<file path="src/rtl/lif_neuron.sv">
`default_nettype none
// ============================================================================
// Module   : lif_neuron
// Purpose  : Leaky integrate-and-fire neuron. Integrates weighted synaptic
//            current into an 8-bit membrane potential and applies a
//            shift-based leak every cycle. It emits a one-cycle spike when
//            the threshold is reached, then ignores its input for a fixed
//            refractory period.
// Ports    : clk           - clock, rising edge
//            rst_n         - asynchronous active-low reset
//            ena           - enable; low freezes state and clears spike
//            current_in    - 8-bit unsigned synaptic current
//            current_valid - qualifies current_in for this cycle
//            spike         - registered one-cycle fire pulse
//            membrane      - registered membrane potential
//            refractory    - high while in the refractory state
// Config   : LIF_LEAK_EN - when defined, the leak term V >> LEAK_SHIFT is
//            applied. When undefined, the leak is zero and the block is a
//            pure integrate-and-fire accumulator.
// Revision : 1.0 - initial release
// ============================================================================
module lif_neuron #(
    parameter int THRESHOLD      = 200,
    parameter int LEAK_SHIFT     = 3,
    parameter int REFRACT_CYCLES = 4
) (
    input  logic       clk,
    input  logic       rst_n,
    input  logic       ena,
    input  logic [7:0] current_in,
    input  logic       current_valid,
    output logic       spike,
    output logic [7:0] membrane,
    output logic       refractory
);

`ifdef LIF_LEAK_EN
    localparam logic LEAK_ON = 1'b1;
`else
    localparam logic LEAK_ON = 1'b0;
`endif

    localparam logic [8:0] THRESH9 = 9'(THRESHOLD);
    localparam logic [3:0] REFRACT4 = 4'(REFRACT_CYCLES);

    typedef enum logic [0:0] {
        INTEGRATE = 1'b0,
        REFRACT   = 1'b1
    } state_t;

    state_t     state, next_state;
    logic [3:0] cnt, next_cnt;
    logic [7:0] v, next_v;
    logic       spike_q, next_spike;

    logic [7:0] leak;
    logic [7:0] cur_term;
    logic [8:0] sum;

    // The leak can never exceed V, and V - leak + current is at most
    // 255 + 255, so the 9-bit sum cannot wrap.
    assign leak     = LEAK_ON ? (v >> LEAK_SHIFT) : 8'd0;
    assign cur_term = current_valid ? current_in : 8'd0;
    assign sum      = {1'b0, v} - {1'b0, leak} + {1'b0, cur_term};

    always_comb begin
        next_state = state;
        next_cnt   = cnt;
        next_v     = v;
        next_spike = 1'b0;      // a pulse never outlives one cycle
        if (ena) begin
            case (state)
                INTEGRATE: begin
                    if (sum >= THRESH9) begin
                        next_v     = 8'd0;
                        next_spike = 1'b1;
                        if (REFRACT4 != 4'd0) begin
                            next_state = REFRACT;
                            next_cnt   = REFRACT4;
                        end
                    end else begin
                        next_v = sum[7:0];
                    end
                end
                REFRACT: begin
                    // Input is ignored. Leave on the last counted cycle, so
                    // the cycle after that integrates again.
                    next_v = 8'd0;
                    if (cnt == 4'd1) begin
                        next_state = INTEGRATE;
                        next_cnt   = 4'd0;
                    end else begin
                        next_cnt = cnt - 4'd1;
                    end
                end
                default: begin
                    next_state = INTEGRATE;
                    next_cnt   = 4'd0;
                    next_v     = 8'd0;
                end
            endcase
        end
    end

    always_ff @(posedge clk or negedge rst_n) begin
        if (!rst_n) begin
            state   <= INTEGRATE;
            cnt     <= 4'd0;
            v       <= 8'd0;
            spike_q <= 1'b0;
        end else begin
            state   <= next_state;
            cnt     <= next_cnt;
            v       <= next_v;
            spike_q <= next_spike;
        end
    end

    assign spike      = spike_q;
    assign membrane   = v;
    assign refractory = (state == REFRACT);

endmodule
`default_nettype wire
</file>
<file path="config.mk">
export PLATFORM = sky130hd
export DESIGN_NAME = lif_neuron
export DESIGN_NICKNAME = d
export VERILOG_FILES = /design/src/rtl/lif_neuron.sv
export SDC_FILE = /design/constraint.sdc
export NUM_CORES = 1
export LEC_CHECK = 0
export ABC_CLOCK_PERIOD_IN_PS = 6800
export CAP_MARGIN = 5
export CORE_MARGIN = 2
export CORE_UTILIZATION = 45
export DETAILED_ROUTE_END_ITERATION = 16
export PLACE_DENSITY_LB_ADDON = 0.25
export SETUP_SLACK_MARGIN = 0.3
export SYNTH_ARGS = -nofsm -noshare
export SYNTH_HDL_FRONTEND = slang
export SYNTH_SLANG_ARGS = --single-unit
</file>
<file path="constraint.sdc">
create_clock -name clk -period 6.8 [get_ports clk]
set_input_delay 1.36 -clock clk [delete_from_list [all_inputs] [get_ports clk]]
set_output_delay 1.36 -clock clk [all_outputs]
set_load 0.005 [all_outputs]
</file>
==> run metrics <==
period utilization 55.61%; asr flop ratio synth 100.0%; 1st-pass router iterations 4; critical path type in2reg; first-pass GRT wire length 3781 um; min Tclk post-route 3781 ps; Post-synth EDFFs 0; VDD IR max 300.1 uV; fin nets 158; Leakage 0.5821 nW; Arrival @ worst endpoint 3960 ps; Tot GR Track Use 18.79%; Top FF cell, synth dfrtp_1; CTS Root Cell clkbuf_4; # resized after CTS 0; Slew Viols, Final 0; chip height 52.27 um; Post-CTS Setup Inserts 0; Initial Util 47.40%; Startpoint Class input pin; CTS Buffer Depth 2; peak per-stage delay on the critical path 510 ps; port bufs 21; Max FO, Critical Path 8; dominant cells by area after synthesis dfrtp_1, ha_1, o2bb2ai_1, and2_1, a21oi_1; RSZ-0062 raised after global routing false; DP Cell Count 158; layout cell share with drive strength beyond 1 6.716%; sequential share of the synthesized area 33.41%; post-route setup TNS 0 ps; Avg Synthesized Cell Area 9.446 sq um; total gr overflow 0; antenna violations before repair 0; fillers 214; DIE WIDTH 52.27 um; CTS tree built; vias in the first global route 865; drc violations 0; Hold Fails Final Rpt 0; crit-path cells clkdlybuf4s50_1 -> and2_1 -> ha_1 -> fa_1 -> a211oi_1 -> o21ai_0 -> a31oi_1 -> nand2_1 -> o32ai_1; area leader, netlist dfrtp_1; Tot Pwr 0.4872 mW; final core utilization 59.67%; Yosys reg bits 14; slowest stage cell on the critical path clkdlybuf4s50_1; Power Dens Cells 369.1 mW/mm^2; htree depth 1; largest net degree at the start of global routing 15; clock skew 5.683 ps; Reg clk slew, reported paths 80 ps; Placer Congestion 0.8211; Die ar. 0.002732 sq mm; final WL 2160 um; clk_lat worst skew 280 ps; Mapped Area 0.001049 sq mm; post-DR wirelength/cell 13.33 um; fin cells 162; hpwl dp 1730 um; cell family with most CP delay compound AO/OA/AOI/OAI gates; CTS Buf Count 3; clock sink total 14; Worst setup EP type flop; antenna viol nets, final 0; worst hold path type reg2reg; Setup violations, final 0; DRT iter0 DRCs 6; Synth cell types 35; Rows 17; Core Region 0.002212 sq mm; via count 898; Yosys top cell area share 33.41%; CTS Hold Buffers Added 0; Crit path required time 6980 ps; max cap viols 0; Net Count, Synth 134; Top Ports 22; Avg Vias per Cell 5.543; outcome completed; Max-slew headroom 59.97%; Syn Inst Count 111; area grow syn2layout 25.90%; Synthesis Warnings 0; number of buffers and inverters on the critical path 1; Worst-Margin Slew 598.6 ps; ant diodes 0; Peak Freq 0.2645 GHz
==> cells in the mapped netlist, types with 2 or more instances <==
master	count
o21ai_1	2
nand2_1	8
o2bb2ai_1	6
a21oi_2	2
a211o_1	2
xnor2_1	2
and2_1	8
a211oi_1	2
ha_1	10
a31oi_1	2
dfrtp_1	14
xor2_1	3
a21o_1	3
nor3_1	3
o211ai_1	3
a21oi_1	6
buf_2	2
nand3_1	2
inv_1	7
o21ai_0	4
nor2_1	4
o32ai_1	3
==> area by class of cell <==
type / instances / area (sq um) / area share, %
repair buffers: 21 / 210.2 / 15.92
well taps: 28 / 35.03 / 2.654
inverters: 8 / 30.03 / 2.275
multi-input cells: 87 / 658.1 / 49.86
clock buffers: 4 / 36.28 / 2.749
flip-flops and latches: 14 / 350.3 / 26.54
==> per-layer routing <==
metal / vias up / wire length (um) / track usage (%)
met2: 23 / 1002 / 30.38
met3: 2 / 121 / 4.857
met5: - / 0 / 0
li1: 456 / - / -
met1: 417 / 1026 / 25.27
met4: 0 / 10 / 4.274
==> registers in the layout, summed over array words and instances, names as in the netlist <==
| name | count |
|---|---|
| cnt | 4 |
| spike | 1 |
| refractory | 1 |
| membrane | 8 |
==> worst reg2reg max path, delay by kind of cell (launching register included) <==
kind / cells / cell delay, ps
simple gates: 1 / 240
compound gates: 4 / 1000
flops: 1 / 410
fa+ha+maj: 2 / 700
==> metrics by stage <==
stage,worst slack [ps],instance area (sq um),hold WS (ps)
4_1_cts,2991,1320,545.6
5_1_grt,2782,1320,574.5
6_report,3019,1320,543.0
3_5_place_dp,2703,1284,525.6
3_3_place_gp,2806,1284,522.3
2_1_floorplan,3478,1049,489.5
==> layout by cell type, fill, tap and decap left out, types with 2 or more instances in the layout <==
master	instances
clkdlybuf4s50_1	21
o21ai_0	4
o21ai_1	2
nor2_1	4
a21o_1	3
nand3_1	2
ha_1	10
a211oi_1	2
o211ai_1	3
a21oi_1	6
xnor2_1	2
a211o_1	2
a31oi_1	2
o32ai_1	3
and2_1	8
dfrtp_1	14
o2bb2ai_1	6
xor2_1	3
clkbuf_4	3
inv_1	7
a21oi_2	2
nor3_1	3
nand2_1	8
==> logic make-up after synthesis <==
| kind of cell | share of synthesized area, % |
|---|---|
| buf+inv | 3.819 |
| compound gates | 28.76 |
| simple gates | 14.92 |
| mux | 1.074 |
| flops | 33.41 |
| xor+xnor | 4.177 |
| fa+ha+maj | 13.84 |
==> worst paths after layout <==
path,start,end,slack (ps),cells past startpoint
max,current_valid,membrane[7],3020,9
max reg2reg,membrane[0],membrane[7],4360,7
min in group asynchronous,rst_n,membrane[6],1450,1
min,membrane[5],membrane[5],540,1
max in group asynchronous,rst_n,cnt[0],4950,1
min reg2reg,membrane[5],membrane[5],540,1
==> power by group <==
group	switching [mW]	internal [mW]	total, mW
combinational	0.129	0.139	0.268
sequential	0.0419	0.120	0.162
clock	0.0255	0.0326	0.0581
total	0.196	0.291	0.487
Note: power is estimated with default switching activity, not from simulation.
